[src/rtl/spi_slave_pkg.sv]
// Shared types and constants for the SPI slave bridge.
// Holds the frame state encoding, the CRC-8 polynomial/initial value and
// the fixed field widths of the SPI frame (command byte, CRC byte).
package spi_slave_pkg;

  typedef enum logic [2:0] {
    IDLE,
    CMD,
    FETCH,
    DATA,
    CRC,
    DONE
  } state_t;

  localparam logic [7:0]  CRC_POLY  = 8'h1D;
  localparam logic [7:0]  CRC_INIT  = 8'hFF;
  localparam int unsigned CMD_WIDTH = 8;
  localparam int unsigned CRC_WIDTH = 8;
  // Bit counter wide enough for the longest field (32 data bits).
  localparam int unsigned CNT_WIDTH = 6;

endpackage

[src/rtl/crc8_serial.sv]
// Bit-serial CRC-8, MSB first, no reflection, no final XOR.
// Ports:
//   clk, rst : clock, asynchronous active-high reset (state -> CRC_INIT)
//   clr      : synchronous re-initialise to CRC_INIT
//   en       : absorb one message bit this cycle
//   din      : message bit
//   crc      : current CRC state
module crc8_serial
  import spi_slave_pkg::*;
(
  input  logic                 clk,
  input  logic                 rst,
  input  logic                 clr,
  input  logic                 en,
  input  logic                 din,
  output logic [CRC_WIDTH-1:0] crc
);

  logic fb;

  assign fb = crc[CRC_WIDTH-1] ^ din;

  // Galois LFSR step: shift left, fold in the polynomial when the feedback is set.
  always_ff @(posedge clk or posedge rst) begin
    if (rst) begin
      crc <= CRC_INIT;
    end else if (clr) begin
      crc <= CRC_INIT;
    end else if (en) begin
      crc <= {crc[CRC_WIDTH-2:0], 1'b0} ^ (fb ? CRC_POLY : CRC_WIDTH'(0));
    end
  end

endmodule

[src/rtl/spi_slave_bridge.sv]
// SPI mode-0 slave that turns framed transactions into single-word memory
// reads/writes on a synchronous memory port in the clk domain.
// Frame (MSB first): CMD[7:0] (bit7 = write, low ADDR_WIDTH bits = address),
// DATA_WIDTH data bits, then CRC[7:0] when SPI_SLAVE_CRC_EN is defined.
// Build option: `define SPI_SLAVE_CRC_EN to add CRC generation/checking;
// without it the frame has no CRC byte and crc_err is tied low.
// Ports:
//   clk, rst            : system clock, asynchronous active-high reset
//   sck, csn, si        : SPI pins from the pads (synchronised here)
//   so, so_oe           : MISO and its output enable
//   mem_addr/wr/wdata   : memory write port (mem_wr is a 1-clk strobe)
//   mem_rd, mem_rdata   : memory read port, data valid 1 clk after mem_rd
//   frame_done          : pulse when a complete frame ends
//   crc_err, addr_err   : pulses on write CRC mismatch / out-of-range address
//   frame_abort         : pulse when csn rises mid-frame
//   busy                : high while the frame state machine is not idle
module spi_slave_bridge
  import spi_slave_pkg::*;
#(
  parameter int unsigned DATA_WIDTH  = 24,
  parameter int unsigned ADDR_WIDTH  = 5,
  parameter int unsigned DEPTH       = 32,
  parameter int unsigned SYNC_STAGES = 2
) (
  input  logic                  clk,
  input  logic                  rst,
  input  logic                  sck,
  input  logic                  csn,
  input  logic                  si,
  output logic                  so,
  output logic                  so_oe,
  output logic [ADDR_WIDTH-1:0] mem_addr,
  output logic                  mem_wr,
  output logic [DATA_WIDTH-1:0] mem_wdata,
  output logic                  mem_rd,
  input  logic [DATA_WIDTH-1:0] mem_rdata,
  output logic                  frame_done,
  output logic                  crc_err,
  output logic                  addr_err,
  output logic                  frame_abort,
  output logic                  busy
);

  // Pad synchronisers and edge detection.
  logic [SYNC_STAGES-1:0] sck_sync, csn_sync, si_sync;
  logic                   sck_d, csn_d;
  logic                   sck_s, csn_s, si_s;
  logic                   sck_rise, sck_fall, csn_fall, csn_rise;

  always_ff @(posedge clk or posedge rst) begin
    if (rst) begin
      sck_sync <= '0;
      csn_sync <= '1;
      si_sync  <= '0;
      sck_d    <= 1'b0;
      csn_d    <= 1'b1;
    end else begin
      sck_sync <= {sck_sync[SYNC_STAGES-2:0], sck};
      csn_sync <= {csn_sync[SYNC_STAGES-2:0], csn};
      si_sync  <= {si_sync[SYNC_STAGES-2:0], si};
      sck_d    <= sck_s;
      csn_d    <= csn_s;
    end
  end

  assign sck_s    = sck_sync[SYNC_STAGES-1];
  assign csn_s    = csn_sync[SYNC_STAGES-1];
  assign si_s     = si_sync[SYNC_STAGES-1];
  assign sck_rise = sck_s & ~sck_d;
  assign sck_fall = ~sck_s & sck_d;
  assign csn_fall = ~csn_s & csn_d;
  assign csn_rise = csn_s & ~csn_d;

  state_t                  state;
  logic [CNT_WIDTH-1:0]    bit_cnt;
  logic [CMD_WIDTH-1:0]    cmd_sh;
  logic [DATA_WIDTH-1:0]   sh;
  logic                    is_wr;
  logic                    addr_oor;
  logic                    fetch_2nd;

  logic                    frame_start;
  logic                    mid_frame;
  logic [CMD_WIDTH-1:0]    cmd_full;
  logic [ADDR_WIDTH-1:0]   cmd_addr;
  logic                    cmd_oor;
  logic                    crc_bad;

  // A new frame may start from IDLE or directly out of DONE (back-to-back).
  assign frame_start = csn_fall && (state == IDLE || state == DONE);
  assign mid_frame   = (state == CMD) || (state == FETCH) || (state == DATA) || (state == CRC);
  assign cmd_full    = {cmd_sh[CMD_WIDTH-2:0], si_s};
  assign cmd_addr    = cmd_full[ADDR_WIDTH-1:0];
  assign cmd_oor     = 32'(cmd_addr) >= DEPTH;

`ifdef SPI_SLAVE_CRC_EN
  logic [CRC_WIDTH-1:0] crc_q;
  logic [CRC_WIDTH-1:0] rx_crc;
  logic                 crc_en;
  logic                 crc_din;

  // CRC covers CMD and DATA; on reads the data bit is the one driven on so.
  assign crc_en  = sck_rise && (state == CMD || state == DATA);
  assign crc_din = (state == DATA && !is_wr) ? so : si_s;
  assign crc_bad = rx_crc != crc_q;

  crc8_serial u_crc (
    .clk (clk),
    .rst (rst),
    .clr (frame_start),
    .en  (crc_en),
    .din (crc_din),
    .crc (crc_q)
  );
`else
  assign crc_bad = 1'b0;
  assign crc_err = 1'b0;
`endif

  // Frame state machine with registered outputs.
  always_ff @(posedge clk or posedge rst) begin
    if (rst) begin
      state       <= IDLE;
      bit_cnt     <= '0;
      cmd_sh      <= '0;
      sh          <= '0;
      is_wr       <= 1'b0;
      addr_oor    <= 1'b0;
      fetch_2nd   <= 1'b0;
      so          <= 1'b0;
      so_oe       <= 1'b0;
      mem_addr    <= '0;
      mem_wr      <= 1'b0;
      mem_wdata   <= '0;
      mem_rd      <= 1'b0;
      frame_done  <= 1'b0;
      addr_err    <= 1'b0;
      frame_abort <= 1'b0;
      busy        <= 1'b0;
`ifdef SPI_SLAVE_CRC_EN
      rx_crc      <= '0;
      crc_err     <= 1'b0;
`endif
    end else begin
      mem_wr      <= 1'b0;
      mem_rd      <= 1'b0;
      frame_done  <= 1'b0;
      addr_err    <= 1'b0;
      frame_abort <= 1'b0;
`ifdef SPI_SLAVE_CRC_EN
      crc_err     <= 1'b0;
`endif
      so_oe       <= ~csn_s;

      if (csn_rise && mid_frame) begin
        state       <= IDLE;
        busy        <= 1'b0;
        so          <= 1'b0;
        frame_abort <= 1'b1;
      end else begin
        unique case (state)
          IDLE: ;

          CMD: begin
            if (sck_rise) begin
              cmd_sh <= cmd_full;
              if (bit_cnt == CNT_WIDTH'(CMD_WIDTH - 1)) begin
                bit_cnt  <= '0;
                is_wr    <= cmd_full[CMD_WIDTH-1];
                addr_oor <= cmd_oor;
                mem_addr <= cmd_addr;
                sh       <= '0;
                if (cmd_full[CMD_WIDTH-1]) begin
                  state <= DATA;
                end else begin
                  state     <= FETCH;
                  fetch_2nd <= 1'b0;
                  mem_rd    <= ~cmd_oor;
                  addr_err  <= cmd_oor;
                end
              end else begin
                bit_cnt <= bit_cnt + CNT_WIDTH'(1);
              end
            end
          end

          // Cycle 1 carries the mem_rd strobe, cycle 2 captures the returned word.
          FETCH: begin
            if (!fetch_2nd) begin
              fetch_2nd <= 1'b1;
            end else begin
              sh    <= addr_oor ? '0 : mem_rdata;
              state <= DATA;
            end
          end

          DATA: begin
            if (sck_rise) begin
              if (is_wr) sh <= {sh[DATA_WIDTH-2:0], si_s};
              if (bit_cnt == CNT_WIDTH'(DATA_WIDTH - 1)) begin
                bit_cnt <= '0;
`ifdef SPI_SLAVE_CRC_EN
                state   <= CRC;
`else
                state   <= DONE;
                so      <= 1'b0;
`endif
              end else begin
                bit_cnt <= bit_cnt + CNT_WIDTH'(1);
              end
            end else if (sck_fall && !is_wr) begin
              so <= sh[DATA_WIDTH-1];
              sh <= {sh[DATA_WIDTH-2:0], 1'b0};
            end
          end

`ifdef SPI_SLAVE_CRC_EN
          CRC: begin
            if (sck_rise) begin
              if (is_wr) rx_crc <= {rx_crc[CRC_WIDTH-2:0], si_s};
              if (bit_cnt == CNT_WIDTH'(CRC_WIDTH - 1)) begin
                bit_cnt <= '0;
                state   <= DONE;
                so      <= 1'b0;
              end else begin
                bit_cnt <= bit_cnt + CNT_WIDTH'(1);
              end
            end else if (sck_fall && !is_wr) begin
              // bit_cnt counts CRC bits already sampled, so ~bit_cnt picks 7 down to 0.
              so <= crc_q[~bit_cnt[2:0]];
            end
          end
`endif

          DONE: begin
            frame_done <= 1'b1;
            if (is_wr) begin
              addr_err <= addr_oor;
`ifdef SPI_SLAVE_CRC_EN
              crc_err  <= crc_bad;
`endif
              if (!addr_oor && !crc_bad) begin
                mem_wr    <= 1'b1;
                mem_wdata <= sh;
              end
            end
            state <= IDLE;
            busy  <= 1'b0;
          end

          default: begin
            state <= IDLE;
            busy  <= 1'b0;
          end
        endcase

        // Frame start overrides the DONE -> IDLE return for back-to-back frames.
        if (frame_start) begin
          state   <= CMD;
          busy    <= 1'b1;
          bit_cnt <= '0;
          cmd_sh  <= '0;
          sh      <= '0;
          so      <= 1'b0;
        end
      end
    end
  end

endmodule

[config.mk]
export PLATFORM = sky130hd
export DESIGN_NAME = spi_slave_bridge
export DESIGN_NICKNAME = d
export VERILOG_FILES = /design/src/rtl/spi_slave_pkg.sv /design/src/rtl/crc8_serial.sv /design/src/rtl/spi_slave_bridge.sv
export SDC_FILE = /design/constraint.sdc
export NUM_CORES = 1
export LEC_CHECK = 0
export ABC_AREA = 1
export CAP_MARGIN = 20
export CORE_UTILIZATION = 57
export CTS_CLUSTER_SIZE = 30
export DETAILED_ROUTE_END_ITERATION = 10
export GPL_ROUTABILITY_DRIVEN = 0
export GPL_TIMING_DRIVEN = 0
export PLACE_DENSITY = 0.85
export SYNTH_ARGS = -nofsm -noshare
export SYNTH_HDL_FRONTEND = slang
export SYNTH_SLANG_ARGS = --single-unit
[constraint.sdc]
create_clock -name clk -period 8.2 [get_ports clk]
set_input_delay 2.05 -clock clk [delete_from_list [all_inputs] [get_ports clk]]
set_output_delay 2.05 -clock clk [all_outputs]
set_load 0.005 [all_outputs]
Word-level counts from Yosys, hierarchy flattened
Cells that the tools add are included.
- register bits after elaboration: 86
- word-level logic and storage cells: 129
- input bits: 29
- output and inout port bits: 38
- bitwise gates (word level): 9
- mux-type cells: 50
- reduce and logical (&&, ||, !) cells: 25
- equality and inequality tests: 24
- add/sub/neg operators: 1
- operators with widths (operator ; count):
    24-bit two-way mux ; 7
    24-bit one-hot mux with 3 select lines ; 1
    6-bit two-way mux ; 5
    1-bit two-way mux ; 24
    3-bit two-way mux ; 7
    7-bit two-way mux ; 3
    4-bit by 3-bit != test with 1-bit output (second input constant) ; 4
    3-bit one-hot mux with 4 select lines ; 1
    6-bit one-hot mux with 2 select lines ; 1
    3-bit != test (second input constant) ; 3
    3-bit AND reduction ; 3
    4-bit by 2-bit != test with 1-bit output (second input constant) ; 2
    4-bit AND reduction ; 2
    4-bit nonzero test ; 2
    7-bit AND reduction ; 1
    6-bit by 1-bit adder with 6-bit output (second input constant) ; 1
    3-bit by 2-bit equality test with 1-bit output (second input constant) ; 2
    3-bit equality test (second input constant) ; 2
    6-bit by 3-bit equality test with 1-bit output (second input constant) ; 1
    6-bit by 5-bit equality test with 1-bit output (second input constant) ; 1
    3-bit by 2-bit != test with 1-bit output (second input constant) ; 2
    6-bit AND reduction ; 1
    2-bit nonzero test ; 3
    3-bit nonzero test ; 2
    15 further kinds ; 28

Depth between registers and ports, before layout
Gate-level depths: netlist of the first run.
- word-level depth: 8
- gate-level depth with buffers: 12

Worst setup path after synthesis of the first run
OpenSTA, ideal clock, no wires.
- path kind: input-to-reg
- start point: input port mem_rdata[23]
- end point: register sh[23]
- arrival time: 2.355 ns
- cell stages on the path: 4
- buffers on the path: 0
- slack: 5.780 ns
- path through: inv_1 o22ai_1 nand3_1 nand2_1
- longest elaborated chain between the ends: 3
- ends and longest elaborated chain (item ; line ; RTL):
    from (decl) ; spi_slave_bridge.sv:36 ; input logic [DATA_WIDTH-1:0] mem_rdata,
    24-bit two-way mux ; spi_slave_bridge.sv:189 ; if (!fetch_2nd) begin
    24-bit one-hot mux with 3 select lines ; spi_slave_bridge.sv:161 ; unique case (state)
    24-bit two-way mux ; spi_slave_bridge.sv:258 ; if (frame_start) begin
    to (signal assigned) ; spi_slave_bridge.sv:192 ; sh <= addr_oor ? '0 : mem_rdata;
    to (signal assigned) ; spi_slave_bridge.sv:199 ; if (is_wr) sh <= {sh[DATA_WIDTH-2:0], si_s};
    to (signal assigned) ; spi_slave_bridge.sv:213 ; sh <= {sh[DATA_WIDTH-2:0], 1'b0};
    to (decl) ; spi_slave_bridge.sv:77 ; logic [DATA_WIDTH-1:0] sh;
Every way passes these cells. The select of a mux whose other input is x is not followed.
A chain may end at the register's enable or synchronous reset.

Worst setup path after layout of the first run
- start point: register mem_wdata[1]
- end point: output port mem_wdata[1]
- RTL lines (item ; line ; RTL):
    from (decl) ; spi_slave_bridge.sv:34 ; output logic [DATA_WIDTH-1:0] mem_wdata,
    from (signal assigned) ; spi_slave_bridge.sv:244 ; mem_wdata <= sh;
No word-level cell between the ends.

==> flow_metrics.py, run 1 <==
metrics = {
    "worst_setup_path": {
        "critical_path_required_ps": 6150,
        "worstSetupEndpointType": "output port",
        "cp_startpoint_kind": "register",
        "ff2ff_path_depth": 11,
        "worst_setup_path_startpoint": "mem_wdata[1]",
        "critical_path_class": "register to output port",
        "crit_cells": 1,
        "cp_slowest_cell": "sky130_fd_sc_hd__clkdlybuf4s50_1",
        "critPathBufInv": 1,
        "timing.critical_path.to": "mem_wdata[1]",
        "timing.rr.end": "sh[15]",
        "path_delay_family": "buffers and inverters",
        "r2r_setup_slack_ps": 6340,
        "cp_slowest_stage_delay_ps": 530,
        "critical_path.max_fanout": 2,
        "path_cells": "clkdlybuf4s50_1",
        "arrival_ps": 1250,
        "rr_startpoint": "bit_cnt[0]",
    },
    "timing": {
        "tns_ps": 0,
        "maxClockFrequency_mhz": 303,
        "fin_hold_ws_ps": 360,
        "period_needed_ps": 3300,
        "worst_pin_slew_ps": 525,
        "grt_setup_unrepaired": "false",
        "final.setup_skew_ps": 10.0,
        "finalMaxSlewViolations": 0,
        "setup_violations": 0,
        "final.period_utilization": 0.402,
        "finalHoldViolations": 0,
        "slew_headroom": 0.650,
    },
    "synthesis": {
        "synth_top_cell_by_area": "sky130_fd_sc_hd__dfrtp_1",
        "synth_top_area_share": 0.528,
        "postSynthRegisterBits": 86,
        "biggest_area_contributors_in_the_synthesized_netlist": "sky130_fd_sc_hd__dfrtp_1, sky130_fd_sc_hd__nand2_1, sky130_fd_sc_hd__inv_1",
        "count_of_unique_library_cells_instantiated_by_yosys": 29,
        "post_synth_inst_count": 463,
        "synth_area_per_cell_um2": 8.50,
        "postSynth.topFlopCell": "sky130_fd_sc_hd__dfrtp_1",
        "synth_area_um2": 3940,
        "seq_area_frac_synth": 0.548,
        "yosys_warnings": 0,
        "synth_most_common_cell": "sky130_fd_sc_hd__nand2_1",
        "fraction_of_registers_with_async_set_or_reset_after_synthesis": 1.00,
        "edff_count_synth": 0,
        "synth.top_cells.by_count": "sky130_fd_sc_hd__nand2_1, sky130_fd_sc_hd__dfrtp_1, sky130_fd_sc_hd__inv_1",
    },
    "layout": {
        "antenna_cells": 0,
        "num-nets-final": 570,
        "area_delta_synth_final_pct": 25.2,
        "final_design_area_no_fill_um2": 4930,
        "fraction_of_layout_cells_with_a_size_suffix_above_1": 0.112,
        "finish.utilization": 0.759,
    },
    "cts": {
        "cts_hold_buffers": 0,
        "clock_pin_slew_on_the_worst_setup_and_hold_paths_ps": 80,
        "insertion_delay_ps": 350,
        "cts_tree": "done",
        "clock_tree.root_cell": "sky130_fd_sc_hd__clkbuf_8",
        "number_of_gates_given_a_new_drive_strength_after_cts": 0,
        "ctsLongestPathBuffers": 2,
        "post-cts-setup-buffer-count": 0,
        "cts_inserted_buffers": 9,
        "numClockSinks": 86,
        "ctsHtreeMaxLevel": 3,
    },
    "grt": {
        "first_global_vias": 3196,
        "grt.total_usage": 0.260,
        "grt_pass1_wl_um": 14700,
        "antenna_found_initial": 0,
        "grt_start_max_net_pins": 67,
        "grt_remaining_overflow": 0,
    },
    "routing": {
        "avgViaCountPerCell": 5.51,
        "met2_wire_len_um": 4270,
        "wirelength_met1_um": 4040,
        "remaining_drc_errors": 0,
        "drt_wl_total_um": 8970,
        "detailroute.wirelength.met3_um": 511,
        "remaining_antenna_violation_count": 0,
        "top_layer_used": "met4",
        "detailedRoute.firstIterationViolations": 238,
        "drt-wirelength-per-cell_um": 14.4,
        "drtPass1Iterations": 5,
        "routed-via-count": 3424,
    },
    "job": {
        "cap_violations": 0,
    },
    "floorplanning": {
        "fp.dieW_um": 85.1,
        "std_cell_rows": 29,
        "i_o_pins": 67,
        "initial_standard_cell_utilization_of_the_core": 0.606,
        "die_h_um": 85.1,
        "die_area_um2": 7240,
        "area_of_the_core_region_um2": 6490,
    },
    "status": {
        "outcome": "complete, no violations",
    },
    "placed_design": {
        "dp_hpwl_um": 6210,
        "detailed_place.area_um2": 4710,
        "portBuffers": 64,
    },
    "power_and_ir_drop": {
        "leakagePower_nw": 2.42,
        "total_power_mw": 1.36,
        "power-per-cell-area_nw_per_um2": 276,
        "max-vdd-ir-drop_v": 0.000164,
    },
    "hold_path": {
        "worstHoldStart": "csn_sync[0]",
        "min-delay-path-class": "register to register",
    },
}
## layer usage
metal / up-vias / global-route usage
met4: 0 / 0.0924
met3: 15 / 0.0428
met5: - / 0
met2: 137 / 0.421
met1: 1646 / 0.360
li1: 1626 / -
## metrics by stage
step | cells | setup slack, ps
after global routing | 621 | 4870
after detailed placement | 606 | 5150
after CTS | 621 | 4900
final | 621 | 4900
after global placement | 605 | 2690
after floorplan | 464 | 3930
## flip-flops by register name, indices dropped and copies added, names as in the netlist, 2 cells and up
signal	cells
bit_cnt	6
mem_wdata	24
si_sync	2
sh	24
sck_sync	2
csn_sync	2
state	3
cmd_sh	7
mem_addr	5
## layout by cell type (no fill, tap or decap), types with 2 or more instances in the layout
cell type,instances
sky130_fd_sc_hd__clkdlybuf4s50_1,64
sky130_fd_sc_hd__inv_1,68
sky130_fd_sc_hd__nand3_2,5
sky130_fd_sc_hd__clkbuf_8,11
sky130_fd_sc_hd__xor2_1,2
sky130_fd_sc_hd__o211ai_1,2
sky130_fd_sc_hd__a21oi_1,3
sky130_fd_sc_hd__dfrtp_1,83
sky130_fd_sc_hd__nor2_2,2
sky130_fd_sc_hd__nand2_2,6
sky130_fd_sc_hd__buf_2,7
sky130_fd_sc_hd__nor2_4,2
sky130_fd_sc_hd__a21oi_2,2
sky130_fd_sc_hd__o22ai_1,23
sky130_fd_sc_hd__nand4_1,5
sky130_fd_sc_hd__nand2_4,2
sky130_fd_sc_hd__clkbuf_1,7
sky130_fd_sc_hd__conb_1,2
sky130_fd_sc_hd__o21ai_0,46
sky130_fd_sc_hd__bufinv_16,2
sky130_fd_sc_hd__nand3_1,43
sky130_fd_sc_hd__nand2_1,116
sky130_fd_sc_hd__buf_4,6
sky130_fd_sc_hd__buf_6,3
sky130_fd_sc_hd__inv_2,5
sky130_fd_sc_hd__nor2_1,16
sky130_fd_sc_hd__dfstp_2,3
## logic make-up after synthesis
logic type               synth area share
flip-flops                          0.548
AND/OR/NAND/NOR                     0.229
buffers and inverters               0.106
AO/OA/AOI/OAI                       0.108
adder cells (fa/ha/maj)           0.00318
other                            0.000953
XOR/XNOR                          0.00445
## worst min path at each step
stage	to	slack, ps	cells after the start
floorplan	sck_sync[1]	330	0
global placement	sck_sync[1]	330	0
detailed placement	si_sync[1]	340	0
CTS	csn_sync[1]	360	0
global route	csn_sync[1]	370	0
finish	csn_sync[1]	360	0
## power breakdown
part	switching (mW)	total, mW	internal [mW]
Sequential	0.0588	0.581	0.522
Clock	0.145	0.332	0.187
Combinational	0.282	0.447	0.165
Total	0.486	1.36	0.874
## cell type report
cell class | count | area, um2
multi-input combinational | 281 | 1370
sequential | 86 | 2160
inverter | 75 | 285
clock inverter | 3 | 67.6
timing repair buffer | 65 | 668
buffer | 22 | 136
fill | 451 | 1570
tap | 77 | 96.3
clock buffer | 12 | 155
No activity file was read; power rests on OpenSTA's default activity.
==> run 2: changes to the inputs <==
- CORE_UTILIZATION: 57 -> 53
- PLACE_DENSITY: 0.85 -> 0.8
- clock period: 8.2 -> 3.3 ns (I/O delays scaled with it)
==> run 2 against run 1 <==
Compared with the run above: critical path depth is the same; clock-buffer cell count grew 1; clock power is 140% higher; critical path type unchanged; register-to-register slack got worse by 5000 ps; final cell count up 3.7%; largest power group unchanged.
==> flow_metrics.py, run 2 (synthesized netlist as in run 1, its figures left out) <==
metrics = {
    "hold_path": {
        "min-delay-path-class": "register to register",
        "worstHoldStart": "si_sync[0]",
        "holdPathStages": 0,
        "hold_end": "si_sync[1]",
    },
    "routing": {
        "remaining_drc_errors": 0,
        "avgViaCountPerCell": 5.06,
        "routed-via-count": 3257,
        "drt-wirelength-per-cell_um": 13.1,
        "drt_wl_total_um": 8450,
        "remaining_antenna_violation_count": 0,
        "drtPass1Iterations": 5,
        "detailedRoute.firstIterationViolations": 206,
    },
    "worst_setup_path": {
        "path_cells": "clkdlybuf4s50_1",
        "rr_startpoint": "bit_cnt[0]",
        "worstSetupEndpointType": "output port",
        "critPathBufInv": 1,
        "crit_cells": 1,
        "critical_path.max_fanout": 2,
        "ff2ff_path_depth": 11,
        "cp_slowest_stage_delay_ps": 510,
        "arrival_ps": 1240,
        "cp_startpoint_kind": "register",
        "critical_path_required_ps": 2470,
        "critical_path_class": "register to output port",
        "timing.rr.end": "sh[3]",
        "r2r_setup_slack_ps": 1360,
        "path_delay_family": "buffers and inverters",
        "cp_slowest_cell": "sky130_fd_sc_hd__clkdlybuf4s50_1",
    },
    "cts": {
        "ctsLongestPathBuffers": 2,
        "numClockSinks": 86,
        "insertion_delay_ps": 350,
        "cts_inserted_buffers": 9,
        "number_of_gates_given_a_new_drive_strength_after_cts": 0,
        "ctsHtreeMaxLevel": 3,
        "cts_tree": "done",
        "cts_hold_buffers": 0,
        "clock_tree.root_cell": "sky130_fd_sc_hd__clkbuf_8",
        "clock_pin_slew_on_the_worst_setup_and_hold_paths_ps": 80,
        "post-cts-setup-buffer-count": 0,
    },
    "grt": {
        "grt_pass1_wl_um": 14300,
        "first_global_vias": 3211,
        "grt_remaining_overflow": 0,
        "gr-usage-met3": 0.0396,
        "globalRoute.busiestLayer": "met2",
        "grt_start_max_net_pins": 64,
        "met2_usage": 0.385,
        "grt_use_met1": 0.320,
        "grt.total_usage": 0.240,
        "antenna_found_initial": 0,
    },
    "floorplanning": {
        "std_cell_rows": 31,
        "fp.dieW_um": 88.2,
        "die_area_um2": 7780,
        "die_h_um": 88.2,
        "area_of_the_core_region_um2": 7210,
        "initial_standard_cell_utilization_of_the_core": 0.546,
        "i_o_pins": 67,
    },
    "power_and_ir_drop": {
        "total_power_mw": 3.33,
        "sw_frac_of_total": 0.352,
        "power.sequential.fraction": 0.433,
        "p_int_mw": 2.16,
        "leakagePower_nw": 2.41,
        "power_switching_mw": 1.17,
        "power-per-cell-area_nw_per_um2": 672,
        "power.share.combinational": 0.326,
        "clock_power_share": 0.241,
        "max-vdd-ir-drop_v": 0.000403,
    },
    "layout": {
        "top_regs": "mem_wdata: 24 flops, sh: 24 flops, cmd_sh: 7 flops",
        "layout.cells.most_common": "sky130_fd_sc_hd__nand2_1",
        "num-nets-final": 570,
        "finish.cell_count_without_fillers": 644,
        "final_design_area_no_fill_um2": 4950,
        "top_library_cells_by_usage_in_the_layout_fill_and_taps_aside": "sky130_fd_sc_hd__nand2_1, sky130_fd_sc_hd__dfrtp_1, sky130_fd_sc_hd__inv_1, sky130_fd_sc_hd__clkdlybuf4s50_1, sky130_fd_sc_hd__o21ai_0",
        "area_delta_synth_final_pct": 25.8,
        "fraction_of_layout_cells_with_a_size_suffix_above_1": 0.110,
        "finish.utilization": 0.686,
        "antenna_cells": 0,
    },
    "timing": {
        "period_needed_ps": 2060,
        "setup_slack_ps": 1240,
        "fin_hold_ws_ps": 354,
        "setup_violations": 0,
        "finalHoldViolations": 0,
        "final.setup_skew_ps": 9.40,
        "maxClockFrequency_mhz": 484,
        "finalMaxSlewViolations": 0,
        "final.period_utilization": 0.626,
        "grt_setup_unrepaired": "false",
        "tns_ps": 0,
    },
    "placed_design": {
        "dp_hpwl_um": 6180,
        "place.detailed.instances": 628,
        "dpl_worst_slack_ps": 1400,
        "detailed_place.area_um2": 4730,
        "portBuffers": 64,
    },
    "status": {
        "outcome": "complete, no violations",
    },
    "job": {
        "cap_violations": 0,
    },
}
[run 2: changes by cell type in the layout (fill, tap and decap cells not counted), sizes merged]
cell,previous run,this run
clkbuf,18,19
[run 2: routing by layer]
layer	vias to the layer above	wire length [um]
li1	1623	-
met4	0	141
met1	1530	3870
met3	12	423
met2	92	4020
met5	-	0
[run 2: final cells by class]
cell class	count	area [um2]
timing repair buffer	65	668
buffer	22	136
fill	594	2260
sequential	86	2160
tap	99	124
multi-input combinational	281	1370
clock inverter	3	67.6
clock buffer	13	149
inverter	75	285
[run 2: worst max-delay path by stage]
stage / slack (ps) / from / to
floorplan: 260 / rst / bit_cnt[0]
global placement: -990 / rst / mem_wdata[20]
detailed placement: 1400 / bit_cnt[0] / sh[16]
CTS: 1240 / mem_wdata[0] / mem_wdata[0]
global route: 1200 / mem_wdata[23] / mem_wdata[23]
finish: 1240 / mem_wdata[0] / mem_wdata[0]
[run 2: power groups by stage]
stage | Sequential (mW) | Clock, mW | Combinational [mW]
floorplan | 1.43 | 0 | 0.809
global placement | 1.45 | 0 | 1.04
detailed placement | 1.46 | 0 | 1.08
CTS | 1.44 | 0.818 | 1.09
global route | 1.47 | 0.857 | 1.24
finish | 1.44 | 0.803 | 1.08
==> run 3: changes to the inputs <==
- clock period: 3.3 -> 1.9 ns (I/O delays scaled with it)
==> run 3 against run 2 <==
Compared with the run above: setup slack worse by 1100 ps; via count is 2.5% higher; die area stayed put; worst hold slack hardly changed; combinational power is 81% higher; sequential cell count stayed put; critical endpoint is now sh[8]; highest routed layer unchanged; critical path depth is 10 higher; register-to-register slack worse by 1300 ps; total power is 68% higher; final cell count is 0.62% higher.
==> flow_metrics.py, run 3 (synthesized netlist as in run 1, its figures left out) <==
metrics = {
    "status": {
        "outcome": "complete, no violations",
    },
    "layout": {
        "top_library_cells_by_usage_in_the_layout_fill_and_taps_aside": "sky130_fd_sc_hd__nand2_1, sky130_fd_sc_hd__dfrtp_1, sky130_fd_sc_hd__inv_1, sky130_fd_sc_hd__clkdlybuf4s50_1, sky130_fd_sc_hd__o21ai_0",
        "area_delta_synth_final_pct": 25.6,
        "finish.cell_count_without_fillers": 648,
        "num-nets-final": 574,
        "layout.cells.most_common": "sky130_fd_sc_hd__nand2_1",
        "final_design_area_no_fill_um2": 4940,
        "antenna_cells": 0,
        "fillerInstances": 606,
        "fraction_of_layout_cells_with_a_size_suffix_above_1": 0.122,
        "top_regs": "mem_wdata: 24 flops, sh: 24 flops, cmd_sh: 7 flops",
    },
    "floorplanning": {
        "i_o_pins": 67,
        "fp.dieW_um": 88.2,
        "std_cell_rows": 31,
        "initial_standard_cell_utilization_of_the_core": 0.546,
        "area_of_the_core_region_um2": 7210,
        "die_area_um2": 7780,
        "die_h_um": 88.2,
    },
    "cts": {
        "clock_tree.root_cell": "sky130_fd_sc_hd__clkbuf_8",
        "insertion_delay_ps": 360,
        "clock_pin_slew_on_the_worst_setup_and_hold_paths_ps": 80,
        "numClockSinks": 86,
        "cts_inserted_buffers": 9,
        "ctsHtreeMaxLevel": 3,
        "cts_tree": "done",
        "cts_hold_buffers": 0,
        "ctsLongestPathBuffers": 2,
    },
    "grt": {
        "antenna_found_initial": 0,
        "grt_remaining_overflow": 0,
        "first_global_vias": 3213,
        "grt.total_usage": 0.239,
        "grt_start_max_net_pins": 36,
        "grt_pass1_wl_um": 14200,
    },
    "power_and_ir_drop": {
        "p_int_mw": 3.52,
        "clock_power_share": 0.201,
        "sw_frac_of_total": 0.369,
        "max-vdd-ir-drop_v": 0.000603,
        "power_switching_mw": 2.06,
        "power.sequential.fraction": 0.448,
        "power-per-cell-area_nw_per_um2": 1130,
        "leakagePower_nw": 2.41,
        "power.share.combinational": 0.351,
    },
    "timing": {
        "setup_violations": 0,
        "finalMaxSlewViolations": 0,
        "worst_pin_slew_ps": 539,
        "final.setup_skew_ps": 8.77,
        "maxClockFrequency_mhz": 554,
        "final.period_utilization": 0.951,
        "period_needed_ps": 1810,
        "finalHoldViolations": 0,
        "slew_headroom": 0.640,
        "tns_ps": 0,
    },
    "worst_setup_path": {
        "cp_slowest_stage_delay_ps": 370,
        "critical-path-top-cell-by-count": "sky130_fd_sc_hd__nand2_1",
        "worstSetupEndpointType": "register",
        "critical_path_class": "register to register",
        "critical_path_required_ps": 2140,
        "cp_startpoint_kind": "register",
        "critical_path.max_fanout": 10,
        "ff2ff_path_depth": 11,
        "r2r_setup_slack_ps": 90,
        "path_delay_family": "simple AND/OR/NAND/NOR gates",
        "rr_startpoint": "bit_cnt[1]",
        "cp_slowest_cell": "sky130_fd_sc_hd__dfrtp_1",
        "arrival_ps": 2050,
        "crit_cells": 11,
        "critPathBufInv": 1,
        "path_cells": "ha_1, nand2_1, nor2_2, nand2_2, a21oi_2, nand2_2, nor2_4, nand2_4, buf_6, nand2_1, nand2_1",
        "worst_setup_path_startpoint": "bit_cnt[1]",
    },
    "routing": {
        "remaining_drc_errors": 0,
        "detailedRoute.firstIterationViolations": 200,
        "drt-wirelength-per-cell_um": 13.1,
        "remaining_antenna_violation_count": 0,
        "drt_wl_total_um": 8480,
        "routed-via-count": 3339,
        "drtPass1Iterations": 5,
        "avgViaCountPerCell": 5.15,
    },
    "hold_path": {
        "worstHoldStart": "si_sync[0]",
        "holdPathStages": 0,
        "min-delay-path-class": "register to register",
    },
    "placed_design": {
        "portBuffers": 64,
        "detailed_place.area_um2": 4750,
        "dp_hpwl_um": 6070,
        "place.detailed.instances": 629,
    },
    "job": {
        "cap_violations": 0,
    },
}
run 3: changes by cell type in the layout (fill, tap and decap cells not counted), moves of 2 or more:
cell / previous run / this run
sky130_fd_sc_hd__buf_4: 6 / 9
sky130_fd_sc_hd__clkinv_2: 1 / 4
sky130_fd_sc_hd__buf_12: 0 / 2
sky130_fd_sc_hd__bufinv_16: 2 / 0
run 3: timing repair:
| action | CTS | global route |
|---|---|---|
| gates resized for setup | 0 | 2 |
| endpoints found under the setup margin | 0 | 20 |
| buffers inserted | 0 | 3 |
run 3: power groups by stage:
stage | registers [mW] | clock network [mW] | logic, mW
3_3_place_gp | 2.51 | 0 | 1.82
3_5_place_dp | 2.53 | 0 | 1.88
2_1_floorplan | 2.48 | 0 | 1.41
6_report | 2.50 | 1.12 | 1.96
5_1_grt | 2.55 | 1.21 | 2.21
4_1_cts | 2.50 | 1.15 | 1.89
run 3: path summary, 6_finish.rpt:
path	to
max	sh[8]
min	si_sync[1]
max reg2reg	sh[8]
min reg2reg	si_sync[1]
max in group asynchronous	csn_d
min in group asynchronous	mem_addr[0]
run 3: layout make-up:
| class | count | area (um2) | area share |
|---|---|---|---|
| Buffer | 22 | 136 | 0.0276 |
| Clock buffer | 12 | 145 | 0.0294 |
| Clock inverter | 4 | 22.5 | 0.00456 |
| Inverter | 75 | 287 | 0.0580 |
| Multi-Input combinational cell | 281 | 1370 | 0.277 |
| Sequential cell | 86 | 2160 | 0.436 |
| Tap cell | 99 | 124 | 0.0251 |
| Timing Repair Buffer | 69 | 703 | 0.142 |
run 3: per-layer routing:
metal  vias up  track usage  share of wire
met5         -            0              0
met1      1591        0.318           0.45
li1       1630            -              -
met4         0        0.117          0.021
met2       105        0.379           0.48
met3        13       0.0424          0.050
run 3: worst register-to-register path: stages (launching register included):
cell and delay [ps]:
sky130_fd_sc_hd__dfrtp_1 370, sky130_fd_sc_hd__ha_1 170, sky130_fd_sc_hd__nand2_1 110, sky130_fd_sc_hd__nor2_2 150
sky130_fd_sc_hd__nand2_2 100, sky130_fd_sc_hd__a21oi_2 140, sky130_fd_sc_hd__nand2_2 80, sky130_fd_sc_hd__nor2_4 190
sky130_fd_sc_hd__nand2_4 110, sky130_fd_sc_hd__buf_6 160, sky130_fd_sc_hd__nand2_1 60, sky130_fd_sc_hd__nand2_1 50
run 3: per-stage QoR:
stage / hold slack, ps / power (mW) / util / setup WS [ps]
2_1_floorplan: 331 / 3.88 / - / 303
4_1_cts: 355 / 5.54 / 0.681 / 16.9
5_1_grt: 363 / 5.97 / 0.685 / -20.2
3_5_place_dp: 337 / 4.41 / 0.658 / 35.5
6_report: 353 / 5.58 / 0.685 / 93.6
3_3_place_gp: 333 / 4.33 / 0.653 / -463
